===== src/rtl/i2s_rx_packer.sv =====
// i2s_rx_packer: I2S receiver that packs {chan, seq, sample} words behind a valid/ready holding register.
// The drop counter on ovf_count is built only when I2S_RX_PACKER_OVF_CNT_EN is defined.
module i2s_rx_packer #(
    parameter int SAMPLE_BITS = 24,
    parameter int DATA_SIZE   = 28
) (
    input  logic                 clk,
    input  logic                 reset,
    input  logic                 bclk,
    input  logic                 lrclk,
    input  logic                 sdata,
    output logic                 source_valid,
    output logic [DATA_SIZE-1:0] source_data,
    input  logic                 source_ready,
    output logic                 frame_err,
    output logic [7:0]           ovf_count
);
    localparam int CW = $clog2(SAMPLE_BITS + 1);
    typedef enum logic [1:0] {IDLE, DELAY, SHIFT, WAIT} state_t;
    state_t                 r_state, w_next;
    logic [1:0]             r_bclk_s, r_lr_s, r_sd_s;
    logic                   r_bclk_d, r_lr_last, r_armed, r_chan;
    logic [CW-1:0]          r_cnt;
    logic [SAMPLE_BITS-1:0] r_shift;
    logic [2:0]             r_seq;
    logic                   w_rise, w_lr, w_sd, w_chg, w_last, w_done, w_err, w_load, w_acc;
    logic [SAMPLE_BITS-1:0] w_word;
    assign w_rise = r_bclk_s[1] & ~r_bclk_d;
    assign w_lr   = r_lr_s[1];
    assign w_sd   = r_sd_s[1];
    // The first bit clock after reset only records lrclk, so a level already present is not mistaken for an edge.
    assign w_chg  = w_rise & r_armed & (w_lr != r_lr_last);
    assign w_last = r_cnt == CW'(SAMPLE_BITS - 1);
    assign w_done = w_rise & (r_state == SHIFT) & w_last;
    assign w_word = {r_shift[SAMPLE_BITS-2:0], w_sd};
    assign w_acc  = source_valid & source_ready;
    assign w_load = w_done & (~source_valid | source_ready);
    // Two-flop synchronizers plus a delayed bclk copy for rise detection.
    always_ff @(posedge clk) begin
        if (!reset) begin
            r_bclk_s <= '0;
            r_lr_s   <= '0;
            r_sd_s   <= '0;
            r_bclk_d <= 1'b0;
        end else begin
            r_bclk_s <= {r_bclk_s[0], bclk};
            r_lr_s   <= {r_lr_s[0], lrclk};
            r_sd_s   <= {r_sd_s[0], sdata};
            r_bclk_d <= r_bclk_s[1];
        end
    end
    // Slot FSM state register.
    always_ff @(posedge clk) begin
        if (!reset) r_state <= IDLE;
        else        r_state <= w_next;
    end
    // Next state: every slot boundary re-enters DELAY; a boundary inside SHIFT before the last bit is a framing error.
    always_comb begin
        w_next = r_state;
        w_err  = 1'b0;
        if (w_rise) begin
            case (r_state)
                IDLE:    w_next = w_chg ? DELAY : IDLE;
                DELAY:   w_next = SHIFT;
                SHIFT: begin
                    w_next = w_chg ? DELAY : (w_last ? WAIT : SHIFT);
                    w_err  = w_chg & ~w_last;
                end
                default: w_next = w_chg ? DELAY : WAIT;
            endcase
        end
    end
    // Bit capture: the rise that reveals the new lrclk is the I2S delay bit, so the MSB arrives on the rise seen in DELAY.
    always_ff @(posedge clk) begin
        if (!reset) begin
            r_armed   <= 1'b0;
            r_lr_last <= 1'b0;
            r_chan    <= 1'b0;
            r_cnt     <= '0;
            r_shift   <= '0;
            r_seq     <= '0;
        end else if (w_rise) begin
            r_armed   <= 1'b1;
            r_lr_last <= w_lr;
            if (r_state == DELAY) begin
                r_shift <= w_word;
                r_cnt   <= CW'(1);
                r_chan  <= w_lr;
            end else if (r_state == SHIFT) begin
                r_shift <= w_word;
                r_cnt   <= r_cnt + CW'(1);
            end else begin
                r_cnt   <= '0;
            end
            if (w_done && r_chan) r_seq <= r_seq + 3'd1;
        end
    end
    // Holding register: a completed word loads when the slot is empty or being accepted this cycle.
    always_ff @(posedge clk) begin
        if (!reset) begin
            source_valid <= 1'b0;
            source_data  <= '0;
            frame_err    <= 1'b0;
        end else begin
            if (w_load) begin
                source_valid <= 1'b1;
                source_data  <= {r_chan, r_seq, w_word};
            end else if (w_acc) begin
                source_valid <= 1'b0;
            end
            if (w_err) frame_err <= 1'b1;
        end
    end
`ifdef I2S_RX_PACKER_OVF_CNT_EN
    logic w_drop;
    assign w_drop = w_done & source_valid & ~source_ready;
    // Saturating count of words lost because the held word was not taken.
    always_ff @(posedge clk) begin
        if (!reset)                        ovf_count <= '0;
        else if (w_drop && ovf_count != 8'hFF) ovf_count <= ovf_count + 8'd1;
    end
`else
    assign ovf_count = '0;
`endif
endmodule


===== config.mk =====
export PLATFORM = sky130hd
export DESIGN_NAME = i2s_rx_packer
export DESIGN_NICKNAME = d
export VERILOG_FILES = /design/src/rtl/i2s_rx_packer.sv
export SDC_FILE = /design/constraint.sdc
export NUM_CORES = 1
export LEC_CHECK = 0
export ABC_AREA = 1
export CORE_MARGIN = 2
export CORE_UTILIZATION = 35
export CTS_BUF_LIST = sky130_fd_sc_hd__clkbuf_8
export DETAILED_ROUTE_END_ITERATION = 8
export PLACE_DENSITY = 0.61
export SLEW_MARGIN = 20
export SYNTH_ARGS = -nofsm -noshare
export SYNTH_HDL_FRONTEND = slang
export SYNTH_SLANG_ARGS = --single-unit

===== constraint.sdc =====
create_clock -name clk -period 1.6 [get_ports clk]
set_input_delay 0.4 -clock clk [delete_from_list [all_inputs] [get_ports clk]]
set_output_delay 0.4 -clock clk [all_outputs]
set_load 0.05 [all_outputs]

# After elaboration in Yosys (flattened, before gate mapping)
# Index checks and enable logic that the tools add are counted.
# Widths: inputs -> output; s select.
# op_classes
addsub,2
n_eq_ne,4
muxes,13
bitwise,12
n_reduce_logical,7
# op_table
op,n
$mux 23,2
$mux 5,2
$and 1x1->1,8
$mux 1,6
$pmux 2 s3,1
$reduce_and 2->1,3
$add 5x1->5 const B,1
$eq 5x5->1 const B,1
$mux 2,2
$reduce_bool 2->1,2
$add 3x1->3 const B,1
$not 1->1,3
$eq 2x1->1 const B,1
$eq 2x2->1 const B,1
$logic_not 2->1,1
$logic_and 1x1->1,1
$ne 1x1->1,1
$or 1x1->1,1
# totals
reg_bits,73
input_bits,6
out_inout_bits,38
word_cells,52

# Longest topological paths before layout
# depth
word_depth,7
mapped_depth,9

# Least setup slack after synthesis
# OpenSTA, ideal clock, no wires.
# synth_timing
path_kind,flip-flop to flip-flop
from,reg source_valid
to,reg source_data[10]
setup_time_ns,0.071
t_arrival_ns,1.414
required_ns,1.529
slack_ns,0.115
path_stages_with_launch,9
cell_sequence,dfxtp_1 inv_1 nor2_1 inv_1 nand3_4 buf_6 buf_6 nand2_2 a21oi_2
# synth_between
elab_chain_cells,3
# synth_rtl
element,line_no,text
from (decl),12,"output logic source_valid,"
from (signal assigned),101,source_valid <= 1'b0;
from (signal assigned),106,source_valid <= 1'b1;
from (signal assigned),109,source_valid <= 1'b0;
$not 1->1,37,assign w_load = w_done & (~source_valid | source_ready);
$or 1x1->1,37,
$and 1x1->1,37,
to (signal assigned),107,"source_data <= {r_chan, r_seq, w_word};"
to (decl),13,"output logic [DATA_SIZE-1:0] source_data,"
# No other way between the ends.
# A chain may end at the register's enable or synchronous reset.

# Worst setup path in the final report
# layout_timing
from,reg r_state[0]
to,reg source_data[23]
# layout_between
elab_chain_cells,4
# layout_rtl
element,line_no,text
from (decl),20,"state_t r_state, w_next;"
from (signal assigned),55,else r_state <= w_next;
$eq 2x2->1,34,assign w_done = w_rise & (r_state == SHIFT) & w_last;
$and 1x1->1 (2 in a row),34,
$and 1x1->1,37,
# No other way between the ends.

==> flow_metrics.tcl <==
set metrics [dict create \
    status "complete, no violations" \
    placementRows 33 \
    clock-skew-final_ns 0.0141 \
    post_drt_wl_per_cell_um 12.0 \
    maxCapViolCount 0 \
    final_layout_size_suffix_gt1_frac 0.333 \
    critPathLaunchType "flop" \
    initialDrtViolationCount 84 \
    globalRouteOverflowTotal 0 \
    critical_path_class "reg -> reg" \
    synth_xor_xnor_area_share 0.00865 \
    chipWidth_um 97.1 \
    crit_arrival_ns 1.75 \
    p_seq_frac 0.542 \
    report.final.setup_viol 0 \
    timing.final.crit_share 0.954 \
    gp_congestion 0.773 \
    totalWireLength_um 6060 \
    n_antenna_cell 0 \
    worstHoldPathType "reg -> reg" \
    post_synth_fa_ha_maj_area_fraction 0.0247 \
    dr.pass1.iters 4 \
    hold_bufs_at_cts 0 \
    rsz0062_at_grt "no" \
    yosys-top-cells-area "sky130_fd_sc_hd__dfxtp_1 48%, sky130_fd_sc_hd__nand2_1 8.8%, sky130_fd_sc_hd__nand2_2 8.7%" \
    largest_net_degree_at_the_start_of_global_routing 64 \
    ant_nets 0 \
    switching_power_w 0.000797 \
    totalPowerFinal_w 0.00337 \
    syn-cell-area_mm2 0.00304 \
    cts_tree "done" \
    synth-edff-count 0 \
    finalNetCount 409 \
    vdd_drop_max_uv 333 \
    synth_warnings 0 \
    design.die.area_mm2 0.00944 \
    post-synth-top-area-fraction 0.481 \
    synth_async_sr_flop_share 0 \
    power.leakage_nw 1.51 \
    synth-main-ff-cell "sky130_fd_sc_hd__dfxtp_1" \
    drc 0 \
    worstPathRequired_ns 1.83 \
    vias 2367 \
    area.growth.synth_to_final_pct 34.4 \
    power_report.internal_total_w 0.00257 \
    complex_gate_fraction_of_the_synthesized_area 0.141 \
    yosys_register_bits 73 \
    clk_latency_ns 0.35 \
    cp-end-kind "flop" \
    cts-root-to-sink-buffers 2 \
    max_clock_freq_ghz 0.655 \
    post_synth_num_cell_types 27 \
    synth_area_leader_cell "sky130_fd_sc_hd__dfxtp_1" \
    period_needed_ns 1.53 \
    mostFrequentLayoutCells "71 x sky130_fd_sc_hd__nand2_1, 71 x sky130_fd_sc_hd__dfxtp_1, 45 x sky130_fd_sc_hd__a21oi_1, 41 x sky130_fd_sc_hd__nand2_2, 34 x sky130_fd_sc_hd__buf_12" \
    initial_antenna_violation_count 0 \
    finalMaxSlewViolations 0 \
    cts.sink_count 73 \
    cts_htree_levels 3 \
    synthSimpleGateAreaFrac 0.251 \
    syn_inst 357 \
    first_global_vias 2279 \
    avgViaCountPerCell 4.67 \
    cts-buffers-inserted 9 \
    avgSynthCellArea_um2 8.51 \
    synth-seq-area-share 0.481 \
    dp_hpwl_um 3670 \
    hold_violations 0 \
    starting_density_of_the_core 0.366 \
    swShare 0.237 \
    design.core.area_mm2 0.00830 \
    clockPowerShare 0.420 \
    clock_tree.root_cell "sky130_fd_sc_hd__clkbuf_8" \
    ioPinCount 44 \
    die-height_um 97.1 \
    critical_path_peak_fanout 6 \
    dominant_combinational_cell_family_by_area_after_synthesis "simple AND/OR/NAND/NOR gates" \
    synth_mux_area_frac 0 \
    cellPowerDensity_mw_per_mm2 825 \
    global_route.usage.total 0.128 \
    finish.instance_area_mm2 0.00408 \
    clock_pin_slew_reported_for_the_worst_setup_and_hold_paths_after_clock_tree_synthesis_ns 0.08 \
    pwr-share-comb 0.037 \
    buffer_ports.inserted 35 \
    global_route_wire_length_before_repair_um 10000 \
    postPlaceCellArea_mm2 0.00377 \
]
cells in the mapped netlist (3+ instances only):
master and count:
sky130_fd_sc_hd__nor2_1 7, sky130_fd_sc_hd__buf_4 8, sky130_fd_sc_hd__clkbuf_1 8, sky130_fd_sc_hd__dfxtp_1 73, sky130_fd_sc_hd__buf_2 5, sky130_fd_sc_hd__nand4_1 3, sky130_fd_sc_hd__nand2_1 71, sky130_fd_sc_hd__inv_2 3
sky130_fd_sc_hd__a21oi_2 20, sky130_fd_sc_hd__buf_6 3, sky130_fd_sc_hd__inv_1 19, sky130_fd_sc_hd__ha_1 6, sky130_fd_sc_hd__o21ai_0 4, sky130_fd_sc_hd__a21oi_1 45, sky130_fd_sc_hd__xor2_1 3, sky130_fd_sc_hd__nand2_2 42
sky130_fd_sc_hd__nand3_1 27
kinds of logic (layout without fill, tap and decap cells):
| kind of cell | Yosys count | after routing |
|---|---|---|
| fa+ha+maj | 6 | 6 |
| compound gates | 70 | 70 |
| xor+xnor | 3 | 3 |
| other cells | 1 | 8 |
| buf+inv | 50 | 88 |
| flops | 73 | 73 |
| simple gates | 154 | 154 |
state kept, by name, indices dropped and copies added (netlist names), 2 cells and up:
register and cells:
r_bclk_s 2, r_cnt 5, r_sd_s 2, r_seq 3
r_lr_s 2, source_data 28, r_shift 23, r_state 2
power by group through the flow:
stage / logic, W / clock network [W] / registers (W)
after CTS: 0.000125 / 0.00145 / 0.00183
after floorplan: 0.000107 / 0 / 0.00187
final: 0.000125 / 0.00142 / 0.00183
after global placement: 0.000125 / 0 / 0.00187
after detailed placement: 0.000125 / 0 / 0.00187
after global routing: 0.000134 / 0.00154 / 0.00183
critical path: stages, from the launching register on:
cell and delay (ns):
sky130_fd_sc_hd__dfxtp_4 0.37, sky130_fd_sc_hd__inv_2 0.09, sky130_fd_sc_hd__ha_4 0.14, sky130_fd_sc_hd__inv_2 0.05
sky130_fd_sc_hd__nor2_4 0.13, sky130_fd_sc_hd__nand3_4 0.25, sky130_fd_sc_hd__clkbuf_16 0.26, sky130_fd_sc_hd__nand2_2 0.06
sky130_fd_sc_hd__a21oi_2 0.05
timing repair:
| action | 4_1_cts | 5_1_grt |
|---|---|---|
| endpoints found under the setup margin | 10 | 28 |
| resized for setup | 1 | 15 |
| pin swaps | 0 | 2 |
| gates cloned | 0 | 3 |
| buffers inserted | 0 | 1 |
metal layers:
metal  routed length [um]  part of all wire  up-vias  global-route usage
li1                     -                 -     1212                   -
met1                 2920              0.48     1097               0.159
met2                 2810              0.46       50               0.203
met3                  199             0.033        8              0.0252
met4                  132             0.022        0              0.0791
met5                    0                 0        -                   0
path summary, 6_finish.rpt:
path / start / end / slack, ns / cells past startpoint
setup / recovery: r_state[0] / source_data[23] / 0.07 / 8
hold / removal: r_lr_s[0] / r_lr_s[1] / 0.41 / 2
setup reg to reg: r_state[0] / source_data[23] / 0.07 / 8
hold reg to reg: r_lr_s[0] / r_lr_s[1] / 0.41 / 2
through the flow:
stage | hold slack [ns] | worst slack [ns] | setup TNS [ns] | cells | util
6_report | 0.415 | 0.0732 | 0 | 507 | 0.492
5_1_grt | 0.439 | 0.00482 | 0 | 507 | 0.492
4_1_cts | 0.420 | 0.0000271 | 0 | 503 | 0.478
3_5_place_dp | 0.403 | -0.0850 | -1.70 | 487 | 0.454
3_3_place_gp | 0.395 | -0.0631 | -1.43 | 487 | 0.454
2_1_floorplan | 0.390 | 0.115 | 0 | 364 | -
cell type report:
type	count	area, um^2
clock buffer	9	124
clock inverter	7	72.6
multi-input combinational	241	1340
tap	105	131
sequential	73	1470
timing repair inverter	1	11.3
inverter	23	98.8
timing repair buffer	48	833
fill	805	4220
No activity file was read; power rests on OpenSTA's default activity.
